**config.mk**
```make
export PLATFORM = sky130hd
export DESIGN_NAME = cpu_alu_seq
export DESIGN_NICKNAME = d
export VERILOG_FILES = /design/src/rtl/cpu_alu_pkg.sv /design/src/rtl/cpu_alu_bcd_digit.sv /design/src/rtl/cpu_alu_seq.sv
export SDC_FILE = /design/constraint.sdc
export NUM_CORES = 1
export LEC_CHECK = 0
export BUFFER_PORTS_ARGS = -buffer_cell sky130_fd_sc_hd__buf_2
export CAP_MARGIN = 40
export CELL_PAD_IN_SITES_DETAIL_PLACEMENT = 0
export CELL_PAD_IN_SITES_GLOBAL_PLACEMENT = 1
export CORE_MARGIN = 10
export CORE_UTILIZATION = 38
export DETAILED_ROUTE_END_ITERATION = 12
export PLACE_DENSITY = 0.86
export RECOVER_POWER = 25
export SLEW_MARGIN = 10
export SYNTH_ARGS = -nofsm -noshare
export SYNTH_HDL_FRONTEND = slang
export SYNTH_SLANG_ARGS = --single-unit
export TNS_END_PERCENT = 20
```
**constraint.sdc**
```tcl
create_clock -name clk -period 1.5 [get_ports clk]
set_input_delay 0.15 -clock clk [delete_from_list [all_inputs] [get_ports clk]]
set_output_delay 0.15 -clock clk [all_outputs]
set_load 0.05 [all_outputs]
```
**src/rtl/cpu_alu_pkg.sv**
```systemverilog
// -----------------------------------------------------------------------------
// cpu_alu_pkg
// Shared types for the sequential CPU ALU:
//   alu_op_e    - 4-bit opcode encoding driven by the decode/sequencer
//   alu_state_e - ALU control FSM states (IDLE, ADJ, HOLD)
//   BCD_DIGIT_W - width of one BCD digit
// -----------------------------------------------------------------------------
package cpu_alu_pkg;

  // Opcodes 10..15 are reserved and produce result 0.
  typedef enum logic [3:0] {
    OP_ADD = 4'd0,
    OP_SUB = 4'd1,
    OP_AND = 4'd2,
    OP_XOR = 4'd3,
    OP_OR  = 4'd4,
    OP_LSR = 4'd5,
    OP_ASL = 4'd6,
    OP_CMP = 4'd7,
    OP_INC = 4'd8,
    OP_DEC = 4'd9
  } alu_op_e;

  // ADJ is only reachable when the decimal feature is compiled in.
  typedef enum logic [1:0] {
    IDLE = 2'd0,
    ADJ  = 2'd1,
    HOLD = 2'd2
  } alu_state_e;

  localparam int BCD_DIGIT_W = 4;

endpackage

```
**src/rtl/cpu_alu_bcd_digit.sv**
```systemverilog
// -----------------------------------------------------------------------------
// cpu_alu_bcd_digit
// Combinational single-digit BCD adder/subtractor.
// Ports:
//   a, b   in  4  operand digits
//   cin    in  1  carry in (add) or borrow in (sub)
//   sub    in  1  0 = add, 1 = subtract
//   digit  out 4  adjusted result digit
//   cout   out 1  carry out (add) or borrow out (sub)
// Non-BCD input digits are run through the same formulas; no error is flagged.
// -----------------------------------------------------------------------------
module cpu_alu_bcd_digit (
  input  logic [3:0] a,
  input  logic [3:0] b,
  input  logic       cin,
  input  logic       sub,
  output logic [3:0] digit,
  output logic       cout
);

  logic [4:0] s;
  logic [4:0] d;

  always_comb begin
    s     = {1'b0, a} + {1'b0, b} + {4'b0000, cin};
    // d is a signed 5-bit difference; bit 4 set means it went negative.
    d     = {1'b0, a} - {1'b0, b} - {4'b0000, cin};
    digit = 4'h0;
    cout  = 1'b0;
    if (sub) begin
      if (d[4]) begin
        digit = d[3:0] - 4'd6;
        cout  = 1'b1;
      end else begin
        digit = d[3:0];
      end
    end else begin
      if (s > 5'd9) begin
        // Only the low nibble of s+6 is kept; the carry is reported separately.
        digit = s[3:0] + 4'd6;
        cout  = 1'b1;
      end else begin
        digit = s[3:0];
      end
    end
  end

endmodule

```
**src/rtl/cpu_alu_seq.sv**
```systemverilog
// -----------------------------------------------------------------------------
// cpu_alu_seq
// Handshaked, registered CPU ALU with N/Z/C/V flags. Sits between the
// decode/sequencer and the register file.
//
// Build option: define CPU_ALU_DECIMAL_EN to honour the decimal input for
// ADD/SUB (digit-serial BCD, one digit per cycle in ADJ). Without it the
// decimal input is ignored and every op completes in one cycle.
//
// Handshake: a request is taken on a rising edge where in_valid & in_ready.
// A result is presented while out_valid=1 and is consumed on a rising edge
// where out_valid & out_ready; until then result/flags do not change and
// in_ready stays low. A new request may be taken on the same edge the
// previous result is consumed (no bubble).
//
// Ports:
//   clk, rst_n                 clock, asynchronous active-low reset
//   in_valid / in_ready        request handshake
//   op                         alu_op_e opcode
//   in_a, in_b                 operands (WIDTH bits)
//   carry_in                   C flag in (borrow = !carry_in for SUB)
//   decimal                    BCD request for ADD/SUB
//   out_valid / out_ready      result handshake
//   result                     result (WIDTH bits)
//   flag_n/z/c/v               flags of result
//   state_dbg                  current FSM state (alu_state_e encoding)
// -----------------------------------------------------------------------------
module cpu_alu_seq
  import cpu_alu_pkg::*;
#(
  parameter int WIDTH = 8
) (
  input  logic             clk,
  input  logic             rst_n,
  input  logic             in_valid,
  output logic             in_ready,
  input  logic [3:0]       op,
  input  logic [WIDTH-1:0] in_a,
  input  logic [WIDTH-1:0] in_b,
  input  logic             carry_in,
  input  logic             decimal,
  output logic             out_valid,
  input  logic             out_ready,
  output logic [WIDTH-1:0] result,
  output logic             flag_n,
  output logic             flag_z,
  output logic             flag_c,
  output logic             flag_v,
  output logic [1:0]       state_dbg
);

  alu_state_e state;
  logic       accept;

  assign in_ready  = (state == IDLE) || ((state == HOLD) && out_ready);
  assign accept    = in_valid && in_ready;
  assign out_valid = (state == HOLD);
  assign state_dbg = state;

  // ---------------------------------------------------------------------------
  // Single-cycle binary datapath, evaluated on the request inputs.
  // ---------------------------------------------------------------------------
  logic [WIDTH:0]   sum;
  logic [WIDTH-1:0] bin_res;
  logic             bin_c;
  logic             bin_v;

  always_comb begin
    sum     = '0;
    bin_res = '0;
    bin_c   = carry_in;
    bin_v   = 1'b0;
    case (op)
      OP_ADD: begin
        sum     = {1'b0, in_a} + {1'b0, in_b} + {{WIDTH{1'b0}}, carry_in};
        bin_res = sum[WIDTH-1:0];
        bin_c   = sum[WIDTH];
        bin_v   = (in_a[WIDTH-1] == in_b[WIDTH-1]) && (bin_res[WIDTH-1] != in_a[WIDTH-1]);
      end
      OP_SUB: begin
        // a - b - !cin computed as a + ~b + cin so C is the inverted borrow.
        sum     = {1'b0, in_a} + {1'b0, ~in_b} + {{WIDTH{1'b0}}, carry_in};
        bin_res = sum[WIDTH-1:0];
        bin_c   = sum[WIDTH];
        bin_v   = (in_a[WIDTH-1] != in_b[WIDTH-1]) && (bin_res[WIDTH-1] != in_a[WIDTH-1]);
      end
      OP_AND: bin_res = in_a & in_b;
      OP_XOR: bin_res = in_a ^ in_b;
      OP_OR:  bin_res = in_a | in_b;
      OP_LSR: begin
        bin_res = {carry_in, in_a[WIDTH-1:1]};
        bin_c   = in_a[0];
      end
      OP_ASL: begin
        bin_res = {in_a[WIDTH-2:0], carry_in};
        bin_c   = in_a[WIDTH-1];
      end
      OP_CMP: begin
        // Carry in forced to 1: C is set exactly when a >= b (unsigned).
        sum     = {1'b0, in_a} + {1'b0, ~in_b} + {{WIDTH{1'b0}}, 1'b1};
        bin_res = sum[WIDTH-1:0];
        bin_c   = sum[WIDTH];
      end
      OP_INC: bin_res = in_a + WIDTH'(1);
      OP_DEC: bin_res = in_a - WIDTH'(1);
      default: bin_res = '0;
    endcase
  end

`ifdef CPU_ALU_DECIMAL_EN
  // ---------------------------------------------------------------------------
  // Digit-serial BCD path: one shared digit unit walks the operands LSD first.
  // ---------------------------------------------------------------------------
  localparam int NDIG = WIDTH / BCD_DIGIT_W;
  localparam int KW   = (NDIG > 1) ? $clog2(NDIG) : 1;
  localparam logic [KW-1:0] K_LAST = KW'(NDIG - 1);

  logic [WIDTH-1:0] a_q;
  logic [WIDTH-1:0] b_q;
  logic [WIDTH-1:0] acc;
  logic [WIDTH-1:0] acc_fin;
  logic [KW-1:0]    k;
  logic [KW+1:0]    dbase;
  logic             dc;    // running carry (ADD) or borrow (SUB)
  logic             dsub;
  logic             dv;    // V comes from the binary computation
  logic [3:0]       dig;
  logic             dig_cout;
  logic             is_dec;

  assign is_dec = decimal && ((op == OP_ADD) || (op == OP_SUB));
  assign dbase  = {k, 2'b00};

  cpu_alu_bcd_digit u_bcd_digit (
    .a     (a_q[dbase +: 4]),
    .b     (b_q[dbase +: 4]),
    .cin   (dc),
    .sub   (dsub),
    .digit (dig),
    .cout  (dig_cout)
  );

  // Partial result with the current digit merged in.
  always_comb begin
    acc_fin              = acc;
    acc_fin[dbase +: 4]  = dig;
  end
`else
  logic unused_decimal;
  assign unused_decimal = decimal;
`endif

  // ---------------------------------------------------------------------------
  // Control FSM and output registers.
  // ---------------------------------------------------------------------------
  always_ff @(posedge clk or negedge rst_n) begin
    if (!rst_n) begin
      state  <= IDLE;
      result <= '0;
      flag_n <= 1'b0;
      flag_z <= 1'b0;
      flag_c <= 1'b0;
      flag_v <= 1'b0;
`ifdef CPU_ALU_DECIMAL_EN
      a_q    <= '0;
      b_q    <= '0;
      acc    <= '0;
      k      <= '0;
      dc     <= 1'b0;
      dsub   <= 1'b0;
      dv     <= 1'b0;
`endif
    end else begin
      case (state)
        IDLE, HOLD: begin
          if (accept) begin
`ifdef CPU_ALU_DECIMAL_EN
            if (is_dec) begin
              state <= ADJ;
              a_q   <= in_a;
              b_q   <= in_b;
              acc   <= '0;
              k     <= '0;
              dsub  <= (op == OP_SUB);
              dc    <= (op == OP_SUB) ? ~carry_in : carry_in;
              dv    <= bin_v;
            end else
`endif
            begin
              state  <= HOLD;
              result <= bin_res;
              flag_n <= bin_res[WIDTH-1];
              flag_z <= (bin_res == '0);
              flag_c <= bin_c;
              flag_v <= bin_v;
            end
          end else if ((state == HOLD) && out_ready) begin
            state <= IDLE;
          end
        end
`ifdef CPU_ALU_DECIMAL_EN
        ADJ: begin
          acc <= acc_fin;
          dc  <= dig_cout;
          k   <= k + KW'(1);
          if (k == K_LAST) begin
            state  <= HOLD;
            result <= acc_fin;
            flag_n <= acc_fin[WIDTH-1];
            flag_z <= (acc_fin == '0);
            flag_c <= dsub ? ~dig_cout : dig_cout;
            flag_v <= dv;
          end
        end
`endif
        default: state <= IDLE;
      endcase
    end
  end

endmodule

```
Word-level counts from Yosys, hierarchy flattened
Cells that the tools add are included.
{"block": "totals", "regBits": 14, "word_cells": 48}
{"block": "op_classes", "n_eq_ne": 15, "mux": 6, "reduce_logical": 10, "n_bitwise": 4, "addsub": 7}
{"operator": "$pmux 8 s10", "count": 1}
{"operator": "$add 8x8->9", "count": 2}
{"operator": "$add 9x1->9", "count": 2}
{"operator": "$eq 4x3->1 const B", "count": 4}
{"operator": "$add 9x1->9 const B", "count": 1}
{"operator": "$add 8x1->8 const B", "count": 1}
{"operator": "$and 8x8->8", "count": 1}
{"operator": "$eq 4x2->1 const B", "count": 2}
{"operator": "$eq 4x4->1 const B", "count": 2}
{"operator": "$logic_not 8->1", "count": 1}
{"operator": "$not 8->8", "count": 1}
{"operator": "$or 8x8->8", "count": 1}
{"operator": "$sub 8x1->8 const B", "count": 1}
{"operator": "$xor 8x8->8", "count": 1}
{"operator": "$mux 2", "count": 3}
{"operator": "$pmux 1 s5", "count": 1}
{"operator": "$eq 4x1->1 const B", "count": 1}
{"operator": "$logic_and 1x1->1", "count": 4}
{"operator": "$logic_not 4->1", "count": 1}
{"operator": "$ne 1x1->1", "count": 3}
{"operator": "$ne 3x3->1 const B", "count": 1}
{"operator": "$eq 2x2->1 const B", "count": 1}
{"operator": "$logic_not 2->1", "count": 1}
{"operator": "$pmux 1 s2", "count": 1}
{"operator": "other kinds (4)", "count": 4}

Logic depth before layout (Yosys ltp)
{"block": "depth", "ltp_word": 6, "depth_mapped": 13, "ltp_nobuf": 12}

Least setup slack after synthesis
OpenSTA, ideal clock, no wires.
{"block": "synth_path", "path_type": "input to register", "startpoint": "input op[3]", "endpoint": "register flag_z", "path_stages": 12, "arrival_ns": 2.946, "slack_ns": -1.515, "n_path_buf": 1, "cell_sequence": "clkbuf_1 -> or3b_2 -> nor2_1 -> ha_1 -> a21o_1 -> a21oi_1 -> o21bai_1 -> a21oi_1 -> xnor2_1 -> a221o_1 -> a221oi_1 -> a32o_1"}
{"block": "synth_between", "elab_chain_cells": 3}
{"element": "start: declaration", "line": "cpu_alu_seq.sv:37", "text": "input logic [3:0] op,"}
{"element": "$eq 4x4->1 (tied with other cells)", "line": "cpu_alu_seq.sv:73", "text": "case (op)"}
{"element": "$pmux 8 s10 (*)", "line": "cpu_alu_seq.sv:73"}
{"element": "$logic_not 8->1 (*)", "line": "cpu_alu_seq.sv:193", "text": "flag_z <= (bin_res == '0);"}
{"element": "end signal: assignment", "line": "cpu_alu_seq.sv:193"}
{"element": "end: declaration", "line": "cpu_alu_seq.sv:46", "text": "output logic flag_z,"}
Every way passes the cells marked *; elsewhere a longest branch is shown, timed or not.
A chain may end at the register's enable or synchronous reset.

Final worst setup path
Same ends and word-level chain as after synthesis.

==> impl_metrics.csv <==
group,metric,value,unit
flow_run,maxCapViolations,0,
synthesis,synth_area,0.00273,mm2
synthesis,ys_warn_count,0,
drt,ant_nets,0,
global_routing,grt-ovfl-total,0,
worst_setup_path,startpoint_type,"input port",
die,dieHeight,105,um
placement,dp_slack,-1.40,ns
timing,worst-slew-pin-transition,0.604,ns
drt,viasPerCell,5.45,
clock_network,root_buffer,"clkbuf_8",
synthesis,ys_ff_latch,12,
global_routing,grt_pass1_vias,3303,
placement,place_inst,604,
worst_setup_path,rrSetupSlack,-0.24,ns
worst_setup_path,end_kind,"flip-flop",
final_layout,seqCellArea,300,um2
final_layout,area_delta_synth_final,60.5,%
final_layout,postLayoutCoreUtil,63.7,%
global_routing,grt_pass1_wl,15500,um
timing,relSlewSlack,59.6,%
final_layout,multiInputGateArea,0.00248,mm2
drt,drt_first_pass_iters,6,
synthesis,synth_flop_cell,"dfrtp_1",
final_layout,fillers,589,
status,outcome,"complete, but fails checks",
clock_network,cts_max_level,1,
timing,finalMaxSlewViolations,0,
synthesis,synth_fp_nets,417,
clock_network,numClockSinks,12,
synthesis,ys_types,71,
pwr,total_power,2590,uW
worst_setup_path,critPathMaxStageDelay,0.37,ns
global_routing,grt_max_degree,27,
placement,io_buffers,39,
final_layout,drive_gt1_share,46.0,%
worst_setup_path,cp_num_buf_inv,2,
drt,drtIter0Drc,212,
placement,routabilityCongestion,0.946,
timing,hold_viol,0,
clock_network,insertion_delay,0.24,ns
hold_path,hold_class,"in2reg",
synthesis,synth.yosys.seq_area_share,11.0,%
clock_network,tritoncts,"yes",
die,core.rowCount,30,
drt,drc,0,
timing,fmax,410,MHz
drt,dr_total_vias,3358,
timing,worst_slack,-0.940,ns
worst_setup_path,required,1.68,ns
die,ioPinCount,42,
synthesis,synth_area_leaders,"ha_1 15%, dfrtp_1 11%, xnor2_1 5.5%",
clock_network,clockBufferDepth,2,
synthesis,synth_edf_count,0,
synthesis,yosysTopAreaCell,"ha_1",
clock_network,cts_made_buffers,3,
clock_network,cts.clk_slew.worst_paths,0.05,ns
pwr,p_leak,0.00207,uW
die,initial_utilization,39.7,%
drt,wire_per_inst,16.0,um
worst_setup_path,path_delay_family,"compound AO/OA/AOI/OAI gates",
global_routing,antenna_found_initial,0,
synthesis,synthArstFlopShare,100,%
pwr,vdd_drop_max,0.274,mV
timing,rsz0062_at_grt,"true",
timing,fin_crit,2.44,ns
worst_setup_path,worstSetupPathType,"in2reg",
timing,worst_clock_skew,0.00157,ns
final_layout,fin_nets,584,
worst_setup_path,cp_cell_sequence,"buf_2 -> or3b_4 -> nor2_4 -> buf_4 -> fa_2 -> a21o_1 -> a21oi_2 -> xnor2_1 -> a221o_1 -> a221oi_2 -> nand4_1 -> nor3_2 -> a32o_1",
final_layout,fin_cells,616,
final_layout,antenna_cells,0,
worst_setup_path,cp_max_fo,5,
synthesis,synthCells,354,
synthesis,yosysTopAreaCellShare,15.1,%
die,die-area,0.0110,mm2
worst_setup_path,critical_path.slowest_cell,"a221o_1",
timing,post-route-period-util,163,%
global_routing,grt_use_total,16.6,%
timing,setup_viol,11,
pwr,powerDensity,592,mW/mm2
die,die_x,105,um
worst_setup_path,crit_arrival,2.62,ns
placement,dp_hpwl,7880,um
die,core_area,0.00687,mm2
status,violations,"negative setup slack",
drt,routed_wl,9840,um
synthesis,synth.avg_cell_area,7.71,um2
[metal layers]
metal	vias to the layer above	global-route usage, %	share of wire [%]
li1	1630	-	-
met1	1596	20.3	43
met2	110	29.4	49
met3	22	2.40	5.5
met4	0	4.71	2.2
met5	-	0	0
[kinds of logic after synthesis]
logic type | synth area share (%)
buffers and inverters | 7.57
and+or+nand+nor | 22.8
DFF | 11.0
xor gates and xnor gates | 9.31
muxes | 1.51
AOI/OAI and AO/OA | 29.5
adders and majority gates | 18.1
other | 0.137
[registers in the layout, indices dropped and copies added, names as in the netlist]
name / flops
state_dbg: 1
flag_v: 1
flag_z: 1
result: 8
flag_c: 1
[where the power goes]
part / leakage [uW] / internal, uW / switching [uW]
clock network: 0.0000288 / 231 / 111
logic: 0.00188 / 841 / 1010
registers: 0.000152 / 374 / 23.9
total: 0.00207 / 1450 / 1140
[cell usage in the layout, fill, tap and decap left out, types with 3 or more instances in the layout]
cell / synthesis / layout
nor4_1: 3 / 3
nand2_1: 21 / 20
nor3_1: 16 / 14
a211oi_1: 9 / 5
nor3b_1: 4 / 4
o21bai_1: 4 / 3
xnor2_1: 17 / 15
a21oi_2: 2 / 6
buf_4: 3 / 142
nand3b_1: 4 / 4
clkbuf_8: 0 / 4
a22oi_1: 5 / 5
a21o_1: 4 / 4
o21ai_1: 6 / 8
ha_2: 0 / 3
a221oi_2: 0 / 4
buf_6: 1 / 4
ha_1: 33 / 27
ha_4: 0 / 3
nand3_1: 9 / 8
or3_1: 3 / 3
o21ai_0: 14 / 10
a221oi_1: 8 / 4
dfrtp_1: 12 / 12
a211oi_2: 0 / 3
o21a_1: 4 / 4
mux2i_1: 3 / 3
a221o_1: 3 / 3
nor2b_1: 9 / 8
a21oi_1: 19 / 14
xor2_1: 5 / 5
nor2_1: 26 / 25
nand2b_1: 7 / 6
buf_2: 3 / 34
fa_2: 0 / 4
o211ai_1: 3 / 3
inv_1: 28 / 25
[timing repair]
item / in CTS / in global routing
buffers inserted: 4 / 4
gates resized for setup: 33 / 23
hold buffers: 1 / 0
endpoints found under the hold margin: 12 / 0
cloned: 0 / 0
endpoints found under the setup margin: 11 / 11
pin swaps: 18 / 22
[worst reg2reg max path: cells and delay by family (launching register included)]
family,cells,cell delay [ns]
AND/OR/NAND/NOR,5,0.82
buffers and inverters,1,0.18
flip-flops,1,0.37
AO/OA/AOI/OAI,2,0.32
[path summary, 6_finish.rpt]
path / depth (start not counted) / endpoint / from
worst max-delay path: 13 / flag_z / op[3]
worst min-delay path: 2 / state_dbg[1] / in_valid
worst max register to register: 8 / flag_z / state_dbg[1]
worst min register to register: 2 / result[1] / result[1]
max in group asynchronous: 2 / result[2] / rst_n
min in group asynchronous: 2 / result[3] / rst_n
[final cells by class]
class / instances / area share, %
multi-input cells: 293 / 56.7
repair buffers: 183 / 29.9
well taps: 96 / 2.74
clock buffers: 4 / 1.26
flip-flops and latches: 12 / 6.86
inverters: 28 / 2.52
[Yosys cell counts, types with 9 or more instances]
cell      instances
a211oi_1          9
a21oi_1          19
clkbuf_1         12
dfrtp_1          12
ha_1             33
inv_1            28
nand2_1          21
nand3_1           9
nor2_1           26
nor2b_1           9
nor3_1           16
o21ai_0          14
xnor2_1          17
[stage by stage]
stage               TNS [ns]  area [um2]  hold WS, ns
floorplan              -7.99        2810       -0.146
global placement      -11.55        4020       0.0298
detailed placement    -12.07        4020       0.0327
CTS                    -7.30        4240        0.170
global route           -8.62        4380        0.181
finish                 -7.38        4380        0.177
Power figures use the tool's default switching activity.
